==> config.mk <==
export PLATFORM = sky130hd
export DESIGN_NAME = regfile_mp
export DESIGN_NICKNAME = d
export VERILOG_FILES = /design/src/rtl/regfile_mp.sv
export SDC_FILE = /design/constraint.sdc
export NUM_CORES = 2
export LEC_CHECK = 0
export ABC_CLOCK_PERIOD_IN_PS = 2200
export CAP_MARGIN = 20
export CORE_ASPECT_RATIO = 0.8
export CORE_MARGIN = 2
export CORE_UTILIZATION = 45
export DETAILED_ROUTE_END_ITERATION = 7
export GPL_TIMING_DRIVEN = 0
export PLACE_DENSITY_LB_ADDON = 0.1
export SETUP_SLACK_MARGIN = 0.4
export SYNTH_ARGS = -nofsm -noshare
export SYNTH_HDL_FRONTEND = slang
export SYNTH_SLANG_ARGS = --single-unit
==> constraint.sdc <==
create_clock -name clk -period 2.2 [get_ports clk]
set_input_delay 0.66 -clock clk [delete_from_list [all_inputs] [get_ports clk]]
set_output_delay 0.66 -clock clk [all_outputs]
set_load 0.01 [all_outputs]
==> src/rtl/regfile_mp.sv <==
// regfile_mp: multi-read-port register file with per-register pending-write scoreboard
// Ports:
//   clk                    rising-edge clock for all state
//   rst                    asynchronous, active-low reset
//   rd_addr  [NUM_RD*AW]   read addresses, port k at [k*AW +: AW]
//   rd_data  [NUM_RD*DATA_W] registered read data, port k at [k*DATA_W +: DATA_W]
//   rd_busy  [NUM_RD]      registered busy flag of the register read on port k
//   wr_en/wr_addr/wr_data  writeback port; a write also clears the busy bit
//   alloc_en/alloc_addr    marks a destination register as pending
//   any_busy               OR of all scoreboard bits
// Build option: define REGFILE_BYPASS_EN for write-through forwarding of the
// same-edge write data and post-update busy bit onto the read ports.
module regfile_mp #(
    parameter int DATA_W   = 32,
    parameter int DEPTH    = 32,
    parameter int NUM_RD   = 2,
    parameter int ZERO_REG = 1,
    localparam int AW      = $clog2(DEPTH)
) (
    input  logic                     clk,
    input  logic                     rst,
    input  logic [NUM_RD*AW-1:0]     rd_addr,
    output logic [NUM_RD*DATA_W-1:0] rd_data,
    output logic [NUM_RD-1:0]        rd_busy,
    input  logic                     wr_en,
    input  logic [AW-1:0]            wr_addr,
    input  logic [DATA_W-1:0]        wr_data,
    input  logic                     alloc_en,
    input  logic [AW-1:0]            alloc_addr,
    output logic                     any_busy
);
    logic [DATA_W-1:0]        regs [DEPTH];
    logic [DEPTH-1:0]         busy;
    logic [DEPTH-1:0]         busy_nxt;
    logic                     wr_ok;
    logic                     alloc_ok;
    logic [AW-1:0]            ra;
    logic                     zero;
    logic [NUM_RD*DATA_W-1:0] rd_data_nxt;
    logic [NUM_RD-1:0]        rd_busy_nxt;

    // Clear is applied before set so a same-cycle alloc of the written
    // register leaves it pending for the newer producer.
    always_comb begin
        wr_ok    = wr_en && !(ZERO_REG != 0 && wr_addr == '0);
        alloc_ok = alloc_en && !(ZERO_REG != 0 && alloc_addr == '0);
        busy_nxt = busy;
        if (wr_en) busy_nxt[wr_addr] = 1'b0;
        if (alloc_ok) busy_nxt[alloc_addr] = 1'b1;
    end

    always_comb begin
        rd_data_nxt = '0;
        rd_busy_nxt = '0;
        ra          = '0;
        zero        = 1'b0;
        for (int k = 0; k < NUM_RD; k++) begin
            ra   = rd_addr[k*AW +: AW];
            zero = ZERO_REG != 0 && ra == '0;
`ifdef REGFILE_BYPASS_EN
            rd_data_nxt[k*DATA_W +: DATA_W] = zero ? '0 : (wr_ok && wr_addr == ra) ? wr_data : regs[ra];
            rd_busy_nxt[k] = busy_nxt[ra];
`else
            rd_data_nxt[k*DATA_W +: DATA_W] = zero ? '0 : regs[ra];
            rd_busy_nxt[k] = busy[ra];
`endif
        end
    end

    always_ff @(posedge clk or negedge rst) begin
        if (!rst) begin
            for (int i = 0; i < DEPTH; i++) regs[i] <= DATA_W'(i);
            busy    <= '0;
            rd_data <= '0;
            rd_busy <= '0;
        end else begin
            if (wr_ok) regs[wr_addr] <= wr_data;
            busy    <= busy_nxt;
            rd_data <= rd_data_nxt;
            rd_busy <= rd_busy_nxt;
        end
    end

    assign any_busy = |busy;
endmodule

Yosys cells after proc, flatten, opt, wreduce, memory -nomap -nowiden. Cells that the tools add are included.

Order comparisons: 10. Muxes and demuxes: 21. Bitwise gates (word level): 6. Reduce and logical (&&, ||, !) cells: 12.

Operator list (count): bitwise mux 1024 bit (1); binary-select mux 32 bit (select 5 bit) (2); 2-to-1 mux 32 bit (9); demux 32 bit (select 5 bit) (1); bitwise AND 32 bit (1); inverter 32 bit (1); bitwise OR 32 bit (1); OR reduction 32 bit (1); less-than comparator 5 x 6 -> 1 bit (second input constant) (4); logical NOT 5 bit (4); >= comparator 6 bit (second input constant) (3); inverter 5 -> 6 bit (3); binary-select mux 1 bit (select 5 bit) (2); demux 1 bit (select 5 bit) (2); >= comparator 5 x 1 -> 1 bit (second input constant) (2); less-than comparator 6 x 1 -> 1 bit (second input constant) (1); logical AND 1 bit (5); 2-to-1 mux 1 bit (4); logical NOT 1 bit (2).

Register bits: 1122. Input bits: 56. Output and inout port bits: 67. Word-level logic and storage cells: 84.

Longest topological paths before layout.
Word-level depth: 9. Mapped depth: 9. Depth with buffers taken out: 4.

Worst setup path after synthesis. Ideal clock, no wire load.

Path kind: input to register. Start: in rd_addr[1]. End: reg rd_busy[0]. Setup time: 0.125 ns. Arrival: 2.317 ns. Data required time: 2.075 ns. Setup slack: -0.242 ns. Stages: 6. Buffers on the path: 3. Cell sequence: buf_2 buf_2 buf_2 mux4_2 mux4_2 mux2_2.

Word-level cells in the longest chain between the ends: 2.

Ends and longest elaborated chain: from (decl) (RTL line 22) `input logic [NUM_RD*AW-1:0] rd_addr,`; binary-select mux 1 bit (select 5 bit) (RTL line 65) `rd_busy_nxt[k] = busy[ra];`; 2-to-1 mux 1 bit (implied by the code) (RTL line 65); net rd_busy_nxt[0] (RTL line 40) `logic [NUM_RD-1:0] rd_busy_nxt;`; to (signal assigned) (RTL line 80) `rd_busy <= rd_busy_nxt;`; to (decl) (RTL line 24) `output logic [NUM_RD-1:0] rd_busy,`.

The timed path passes the listed nets, and every way through them passes these cells. The select of a mux whose other input is x is not followed. A chain may end at the register's enable or synchronous reset.

Worst setup path after layout.
Start: reg busy[15]. End: out any_busy.

Word-level cells in the longest chain between the ends: 1.

Ends and longest elaborated chain: from (decl) (RTL line 33) `logic [DEPTH-1:0] busy;`; from (signal assigned) (RTL line 78) `busy <= busy_nxt;`; OR reduction 32 bit (RTL line 84) `assign any_busy = |busy;`; to (decl) (RTL line 30) `output logic any_busy`.

No other way between the ends.

==> impl_metrics.json <==
{
  "outcome": "finished, violations left",
  "violations": "hold timing, setup timing",
  "cp_top_family": "simple AND/OR/NAND/NOR gates",
  "pwr-share-seq": 0.436,
  "max-slew-margin-rel": 0.2383,
  "tns_ns": -0.4691,
  "area_delta_synth_final_pct": 23.93,
  "cap_violations": 0,
  "max_freq_ghz": 0.3747,
  "ys_types": 37,
  "finalCriticalPeriod_ns": 2.669,
  "detail_route.wl_per_cell_um": 38.13,
  "powerDensity_nw_per_um2": 893.4,
  "die_y_um": 324.2,
  "synth_area_leaders": "dfrtp_1 (45%), mux2_2 (20%), mux4_2 (18%)",
  "switchingPower_mw": 17.97,
  "place_congestion": 0.9247,
  "gr-total-overflow": 0,
  "drtIter0Drc": 4927,
  "finalCoreUtilization": 0.5618,
  "antenna_found_initial": 1,
  "fin_crit_sh": 1.213,
  "p_clk_frac": 0.347,
  "start_kind": "flop",
  "path_cells": "nor4_2 -> nand4_1 -> or2_4 -> buf_6",
  "crit_type": "flop to output port",
  "power_leakage_nw": 30.66,
  "yosys_warnings": 0,
  "worstPathArrival_ns": 2.01,
  "critPathMaxStageDelay_ns": 0.40,
  "coreArea_sq_um": 127200,
  "hold_class": "input pin to asynchronous set/reset pin",
  "critical-path-slowest-cell": "dfrtp_1",
  "yosys.area.top_type_share": 0.4522,
  "swShare": 0.2814,
  "ys_ff_latch": 1122,
  "grt_pass1_vias": 39840,
  "std_cell_rows": 117,
  "ctsLongestPathBuffers": 3,
  "die_area_sq_um": 131000,
  "cts-htree-levels": 3,
  "whs_ns": -0.1914,
  "netlist_area_sq_um": 57660,
  "setup_viol": 1,
  "combinationalPowerShare": 0.217,
  "rsz0062_at_grt": "yes",
  "start_util": 0.4533,
  "syn_nets": 3839,
  "dr.pass1.iters": 5,
  "nFillCells": 10060,
  "fp.dieW_um": 404.2,
  "worstMarginPinSlew_ns": 1.143,
  "p_int_mw": 45.88,
  "syn_inst": 3783,
  "io_buffers": 114,
  "nets": 4275,
  "cts.reportedPaths.clkPinSlew_ns": 0.06,
  "path_max_fanout": 2,
  "area.sequential_sq_um": 28180,
  "num_io_pins": 123,
  "antenna_left": 0,
  "worst_slack_ns": -0.4691,
  "drive_above_1_share": 0.5943,
  "end_kind": "output port",
  "cp_num_buf_inv": 1,
  "cp.required_ns": 1.54,
  "ys_seq_area_frac": 0.4886,
  "slew_violations": 0,
  "dp_hpwl_mm": 156.2,
  "cts_tree": "done",
  "synth_area_per_cell_sq_um": 15.24,
  "grt_max_degree": 166,
  "numCtsBuffers": 120,
  "viasPerCell": 6.735,
  "grt_usage": 0.3484,
  "grt_first_pass_wirelength_mm": 317.9,
  "clk-insertion-delay-late_ns": 0.76,
  "multi_input_area_sq_um": 29550,
  "vdd.ir_drop.worst_uv": 653.0,
  "p_total_mw": 63.84,
  "wl_mm": 228.4,
  "hold_viol": 65,
  "clock_skew_ns": 0.02546,
  "dr_total_vias": 40360,
  "drcViolationCount": 0,
  "clock_sinks": 1122,
  "synth_top_area_cell": "dfrtp_1",
  "root_buffer": "clkbuf_16"
}
## per-stage QoR
step | instance area (sq um) | worst slack (ns) | cells
floorplan | 58720 | -0.01864 | 3783
global placement | 61940 | -52.43 | 5563
detailed placement | 62920 | -2.103 | 5619
CTS | 70590 | -0.4596 | 5954
global route | 71460 | -0.4885 | 5989
finish | 71460 | -0.4691 | 5992
## cell families after synthesis
logic type      share of synthesized area
mux                                0.4165
flops                              0.4886
buf+inv                           0.03226
simple gates                      0.01439
compound gates                    0.04823
## registers in the layout, indices dropped and copies added (netlist names)
signal / cells
regs: 1024
rd_busy: 2
busy: 32
rd_data: 64
## cells in the mapped netlist, drive strengths merged
cell	instances
dfstp	80
and3b	3
a22oi	64
a211oi	32
inv	2
nand2	49
nor4	8
a221o	32
a22o	15
a221oi	48
nor2	25
a311oi	32
and2	2
o21ai	112
clkbuf	265
nand3	4
nor3b	8
or3b	2
mux2i	192
nor3	2
nand4	2
a31oi	32
nand2b	1
o2111ai	16
mux2	1026
nand3b	8
dfrtp	1042
buf	166
mux4	468
or4	1
and3	2
nor2b	37
or2	4
a21boi	1
## power groups by stage
stage	Sequential (mW)	Combinational, mW	Clock, mW
detailed placement	28.0	12.6	0
finish	27.8	13.9	22.1
floorplan	27.0	8.96	0
global route	28.2	14.6	23.2
CTS	27.6	13.5	22.3
global placement	28.0	12.0	0
## placed cells by master (no fill, tap or decap), types with 55 or more instances in the layout
master     count
buf_2         86
buf_4        115
buf_6         62
buf_8         84
clkbuf_1     160
clkbuf_16    132
clkbuf_8      55
dfrtp_1     1042
dfstp_2       80
mux2_2       905
mux2_4       121
mux2i_1      186
mux4_2       468
o21ai_0       62
## final cells by class
type,count,area share
Tap cell,1666,0.02917
Inverter,2,0.0001050
Clock buffer,172,0.04971
Clock inverter,54,0.01003
Multi-Input combinational cell,2228,0.4134
Buffer,431,0.05193
Timing Repair Buffer,314,0.05125
Antenna cell,3,0.0001050
Sequential cell,1122,0.3943
## path summary, 6_finish.rpt
path	slack, ns	to	depth (start not counted)	from
worst max-delay path	-0.47	any_busy	4	busy[15]
max in group asynchronous	0.61	regs[17]	5	rst
min in group clk	0.31	rd_data[31]	2	rd_addr[4]
worst max register to register	0.23	rd_busy[0]	4	busy[12]
worst min-delay path	-0.19	regs[992]	1	rst
worst min register to register	0.47	regs[999]	1	regs[999]
## per-layer routing
metal | up-vias | track usage | share of wire
met5 | - | 0 | 0
met4 | 0 | 0.1339 | 0.045
met3 | 519 | 0.1075 | 0.11
met2 | 2349 | 0.5033 | 0.43
met1 | 21850 | 0.4931 | 0.42
li1 | 15630 | - | -
## timing repair
action	4_1_cts	5_1_grt
cloned	9	3
resized for setup	895	242
setup endpoints to repair	1561	721
endpoints found under the hold margin	65	65
setup buffers	100	30
pin swaps	58	44
(Power assumes the default switching activity.)
